===== config.mk =====
export PLATFORM = sky130hd
export DESIGN_NAME = armleo_mem_1rwm_port
export DESIGN_NICKNAME = d
export VERILOG_FILES = /design/src/rtl/armleo_mem_1rwm_port.sv
export SDC_FILE = /design/constraint.sdc
export NUM_CORES = 1
export LEC_CHECK = 0
export ABC_CLOCK_PERIOD_IN_PS = 2660
export CORE_ASPECT_RATIO = 2
export CORE_MARGIN = 1
export CORE_UTILIZATION = 43
export DETAILED_ROUTE_END_ITERATION = 7
export PLACE_DENSITY = 0.89
export SYNTH_ARGS = -nofsm -noshare
export SYNTH_HDL_FRONTEND = slang
export SYNTH_HIERARCHICAL = 1
export SYNTH_SLANG_ARGS = --single-unit

===== constraint.sdc =====
create_clock -name clk -period 2.66 [get_ports clk]
set_input_delay 0.532 -clock clk [delete_from_list [all_inputs] [get_ports clk]]
set_output_delay 0.532 -clock clk [all_outputs]
set_load 0.1 [all_outputs]

===== src/rtl/armleo_mem_1rwm_port.sv =====
// Request-to-memory controller for a 1-port read-first byte-lane RAM, with optional zero-fill after reset.
// Latency: writes land at the accepting edge; read data is on rsp_* two cycles after the accept cycle.
// Backpressure: reads are held off while two responses are owed; writes are accepted whenever out of clear.

// Small generic in-order FIFO; push and pop may happen in the same cycle.
module armleo_mem_1rwm_fifo #(
  parameter int W     = 32,
  parameter int DEPTH = 2
) (
  input  logic                         clk,
  input  logic                         rst,
  input  logic                         push,
  input  logic [W-1:0]                 wdata,
  input  logic                         pop,
  output logic [W-1:0]                 rdata,
  output logic [$clog2(DEPTH+1)-1:0]   count
);
  localparam int AW = (DEPTH > 1) ? $clog2(DEPTH) : 1;
  localparam logic [AW-1:0] LAST = AW'(DEPTH - 1);

  logic [W-1:0]  entry [DEPTH];
  logic [AW-1:0] wptr;
  logic [AW-1:0] rptr;

  function automatic logic [AW-1:0] incr(input logic [AW-1:0] p);
    incr = (p == LAST) ? '0 : p + 1'b1;
  endfunction

  // Head of the queue is presented directly; zero after reset.
  assign rdata = entry[rptr];

  // Storage, pointers and occupancy.
  always_ff @(posedge clk or posedge rst) begin
    if (rst) begin
      wptr  <= '0;
      rptr  <= '0;
      count <= '0;
      for (int i = 0; i < DEPTH; i++) begin
        entry[i] <= '0;
      end
    end else begin
      if (push) begin
        entry[wptr] <= wdata;
        wptr        <= incr(wptr);
      end
      if (pop) begin
        rptr <= incr(rptr);
      end
      case ({push, pop})
        2'b10:   count <= count + 1'b1;
        2'b01:   count <= count - 1'b1;
        default: count <= count;
      endcase
    end
  end
endmodule

module armleo_mem_1rwm_port #(
  parameter int DEPTH_LOG2     = 7,
  parameter int WIDTH          = 32,
  parameter int GRANULITY      = 8,
  parameter int CLEAR_ON_RESET = 1
) (
  input  logic                          clk,
  input  logic                          rst,
  output logic                          busy,
  input  logic                          req_valid,
  output logic                          req_ready,
  input  logic                          req_write,
  input  logic [DEPTH_LOG2-1:0]         req_address,
  input  logic [WIDTH/GRANULITY-1:0]    req_writeenable,
  input  logic [WIDTH-1:0]              req_writedata,
  output logic                          rsp_valid,
  input  logic                          rsp_ready,
  output logic [WIDTH-1:0]              rsp_readdata,
  output logic [DEPTH_LOG2-1:0]         mem_address,
  output logic                          mem_read,
  input  logic [WIDTH-1:0]              mem_readdata,
  output logic                          mem_write,
  output logic [WIDTH/GRANULITY-1:0]    mem_writeenable,
  output logic [WIDTH-1:0]              mem_writedata
);
  localparam int LANES = WIDTH / GRANULITY;

  if (WIDTH % GRANULITY != 0) begin : g_bad_granularity
    $fatal(1, "armleo_mem_1rwm_port: WIDTH must be a multiple of GRANULITY");
  end

  typedef enum logic {ST_CLEAR, ST_RUN} state_t;
  localparam state_t RESET_STATE = (CLEAR_ON_RESET != 0) ? ST_CLEAR : ST_RUN;
  localparam logic [DEPTH_LOG2-1:0] LAST_ADDR = '1;

  state_t                state, state_nxt;
  logic [DEPTH_LOG2-1:0] counter, counter_nxt;
  logic                  inflight;
  logic [1:0]            count;
  logic [2:0]            outstanding;
  logic                  pop;
  logic                  credit_ok;
  logic                  read_acc;
  logic                  write_acc;

  // A slot freed by this cycle's pop can be reused by this cycle's read.
  assign pop         = rsp_valid & rsp_ready;
  assign outstanding = {1'b0, count} + {2'b00, inflight} - {2'b00, pop};
  assign credit_ok   = (outstanding < 3'd2);
  assign req_ready   = (state == ST_RUN) & (req_write | credit_ok);
  assign read_acc    = req_valid & req_ready & ~req_write;
  assign write_acc   = req_valid & req_ready & req_write;
  assign rsp_valid   = (count != 2'd0);

  // State register and clear-address counter.
  always_ff @(posedge clk or posedge rst) begin
    if (rst) begin
      state   <= RESET_STATE;
      counter <= '0;
    end else begin
      state   <= state_nxt;
      counter <= counter_nxt;
    end
  end

  // Next state and memory-port drive: zero-fill sweep in CLEAR, request pass-through in RUN.
  always_comb begin
    state_nxt       = state;
    counter_nxt     = counter;
    busy            = 1'b0;
    mem_address     = req_address;
    mem_read        = 1'b0;
    mem_write       = 1'b0;
    mem_writeenable = '0;
    mem_writedata   = req_writedata;
    case (state)
      ST_CLEAR: begin
        busy            = 1'b1;
        mem_address     = counter;
        mem_write       = 1'b1;
        mem_writeenable = {LANES{1'b1}};
        mem_writedata   = '0;
        counter_nxt     = counter + 1'b1;
        if (counter == LAST_ADDR) begin
          state_nxt = ST_RUN;
        end
      end
      default: begin
        mem_read        = read_acc;
        mem_write       = write_acc;
        mem_writeenable = write_acc ? req_writeenable : '0;
      end
    endcase
  end

  // Marks the cycle in which the memory returns data for an accepted read.
  always_ff @(posedge clk or posedge rst) begin
    if (rst) begin
      inflight <= 1'b0;
    end else begin
      inflight <= read_acc;
    end
  end

  armleo_mem_1rwm_fifo #(
    .W     (WIDTH),
    .DEPTH (2)
  ) u_rsp_buf (
    .clk   (clk),
    .rst   (rst),
    .push  (inflight),
    .wdata (mem_readdata),
    .pop   (pop),
    .rdata (rsp_readdata),
    .count (count)
  );
endmodule

==> flow_summary.toml <==
[floorplan]
start_util_pct = 44.40
dieArea_um2 = 9335
io_pins = 160
die-height_um = 135.6
coreArea_um2 = 8648
die_x_um = 68.82
rows = 48

[timing]
final_max_slew_viol_count = 0
fmax_ghz = 0.3415
holdWs_ns = 0.4849
slew_headroom_pct = 35.88
tns_ns = -0.5131
worst_slack_ns = -0.2679
hold_viol = 0
fin_crit_sh_pct = 110.1
skew_ns = 0.003853
worst_pin_slew_ns = 0.9618
setup_violations = 2
period_needed_ns = 2.928
grt_setup_unrepaired = "true"

[yosys]
syn_area_um2 = 3840
synth_warnings = 6
synth_top_family_by_area = "multiplexers"
seq_area_frac_synth_pct = 50.18
synth_most_common_cell = "mux2_2"
synth_nets = 364
synth_compound_area_share_pct = 1.597
synth.top_cell.area_share_pct = 50.18
synth_edf_count = 0
yosys.area.top_type = "dfrtp_1"
synth_area_per_cell_um2 = 13.71
synthesis.instances = 280
synth.distinct_cells = 30
synth_xor_area_share_pct = 2.737
synthTopCellsByArea = "dfrtp_1 (50%), mux2_2 (27%), and2_1 (5.5%)"
synth_seq_cells = 77
synth_commonest_cells = "mux2_2 (91), dfrtp_1 (77), and2_1 (34), mux2_4 (12), xnor2_1 (8)"
synth.area.mux_share_pct = 31.38
async_flop_share_pct = 100.0
synthSimpleGateAreaFrac_pct = 8.244
ys.flop_type = "dfrtp_1"
synth_fa_ha_area_share_pct = 1.499

[placement]
placed_cells = 535
io_buffers = 159
dpl_cell_area_um2 = 6384
dp_hpwl_um = 7674
gp_congestion = 0.8021

[critical_path]
worstPathMaxFanout = 3
critPathLaunchType = "register"
crit_type = "reg2out"
critPathCaptureType = "output pin"
r2r-start = "u_rsp_buf/count[0]"
r2r_cells = 7
arrival_ns = 2.40
cp.required_ns = 2.13
rrSetupSlack_ns = 0.75
r2r-end = "inflight"

[grt]
antenna_found_initial = 0
grtUsageTotal_pct = 23.24
gr-total-overflow = 0
grt_use_met3_pct = 8.249
use_met2_pct = 42.92
grt_pass1_vias = 3332
grt_max_degree = 33
grt_pass1_wl_um = 15450
top_usage_layer = "met2"
use_met1_pct = 20.99

[cts]
clock_path_buffers = 2
numCtsBuffers = 9
cts-htree-levels = 3
clkTransAtPathRegs_ns = 0.06
cts_hold_buf = 0
cts_sinks = 77
clock_latency_ns = 0.33
ctsRootBufferMaster = "clkbuf_16"
cts_tree = "done"

[drt]
drc = 0
ant_nets = 0
drt-total-wl_um = 9756
vias = 2834
firstDrtPassIters = 4
wl_per_cell_um = 17.61
drt-initial-drc-count = 121
via_per_inst = 5.116

[pwr]
powerDensity_nw_per_um2 = 813.4
ir_drop_uv = 432.8
leakage_uw = 0.002911

[outcome]
status = "finished with violations"
violations = "negative setup slack"

[worst_hold_path]
hold_end = "u_rsp_buf/wptr"
worstHoldPathCells = 1
worstHoldStart = "u_rsp_buf/wptr"
hp-class = "reg2reg"

[cells_and_area]
area_growth_pct = 75.89
antenna_cells = 0
final_cells = 554
drive_gt1_share_pct = 50.88
nets = 533
stdcell_area_um2 = 6754

[run]
timing.max_cap.violations = 0
## kinds of logic (layout without fill, tap and decap cells)
group | Yosys count | in the layout
buffers and inverters | 24 | 198
and+or+nand+nor | 52 | 52
xor gates and xnor gates | 12 | 12
DFF | 77 | 77
AOI/OAI and AO/OA | 8 | 8
adders and majority gates | 4 | 4
muxes | 103 | 103
## state kept, by name, summed over array words and instances, names as in the netlist
signal,count
state,1
u_rsp_buf/entry,64
u_rsp_buf/count,2
u_rsp_buf/rptr,1
inflight,1
u_rsp_buf/wptr,1
counter,7
## through the flow
stage	setup WS [ns]	utilization, %	power, µW
after global routing	-0.3463	78.10	5683
final	-0.2679	78.10	5493
after detailed placement	-0.4242	73.81	4127
after CTS	-0.2746	78.01	5532
after global placement	-0.4034	73.81	4082
after floorplan	-0.6817	-	3107
## routing by layer
| metal | vias up | wire length [µm] |
|---|---|---|
| li1 | 1296 | - |
| met1 | 1360 | 3161 |
| met2 | 154 | 5510 |
| met3 | 24 | 780 |
| met4 | 0 | 303 |
| met5 | - | 0 |
## cell usage in the layout (no fill, tap or decap), drive strengths merged
cell type      synthesis  layout
o21ai                  1       1
a21boi                 1       1
nor4                   2       2
nor3                   1       1
nand2b                 1       1
inv                    8       8
clkinvlp               0       3
nand2                  5       5
and2b                  1       1
ha                     3       3
dfrtp                 77      77
buf                   14      95
and2                  34      34
clkbuf                 2      11
clkdlybuf4s50          0      78
nand3                  3       3
xor2                   4       4
fa                     1       1
bufinv                 0       2
nor2b                  1       1
xnor2                  8       8
nor2                   2       2
a21o                   1       1
o21a                   5       5
mux2                 103     103
nand4                  2       2
dlygate4sd2            0       1
## area by class of cell
class / count / area [µm²]
repair buffers: 174 / 2504
well taps: 100 / 125.1
clock inverters: 5 / 82.58
inverters: 8 / 30.03
multi-input cells: 179 / 1833
flip-flops and latches: 77 / 1927
fillers: 503 / 1894
clock buffers: 11 / 252.7
## where the power goes
group	internal [µW]	switching, µW	total, µW
logic	1140	1740	2880
registers	1250	41.4	1290
clock network	871	457	1330
## worst max-delay path, stage by stage, from the launching register on
cell	delay [ns]
dfrtp_1	0.40
inv_2	0.12
nand2_8	0.05
and2_4	0.16
ha_4	0.26
nor2b_4	0.03
fa_2	0.37
xnor2_4	0.16
nor4_4	0.28
buf_12	0.22
## worst max path at each step
stage	slack, ns	to	startpoint
after floorplan	-0.68	mem_read	u_rsp_buf/count[1]
after global placement	-0.40	req_ready	rsp_ready
after detailed placement	-0.42	req_ready	rsp_ready
after CTS	-0.27	mem_read	u_rsp_buf/count[0]
after global routing	-0.35	mem_read	u_rsp_buf/count[0]
final	-0.27	mem_read	u_rsp_buf/count[0]
## repair_timing
| item | in CTS | in global routing |
|---|---|---|
| buffers inserted | 2 | 1 |
| setup endpoints to repair | 2 | 2 |
| resized for setup | 3 | 0 |
| hold endpoints to repair | 0 | 0 |
| pin swaps | 6 | 2 |
Power figures use the tool's default switching activity.
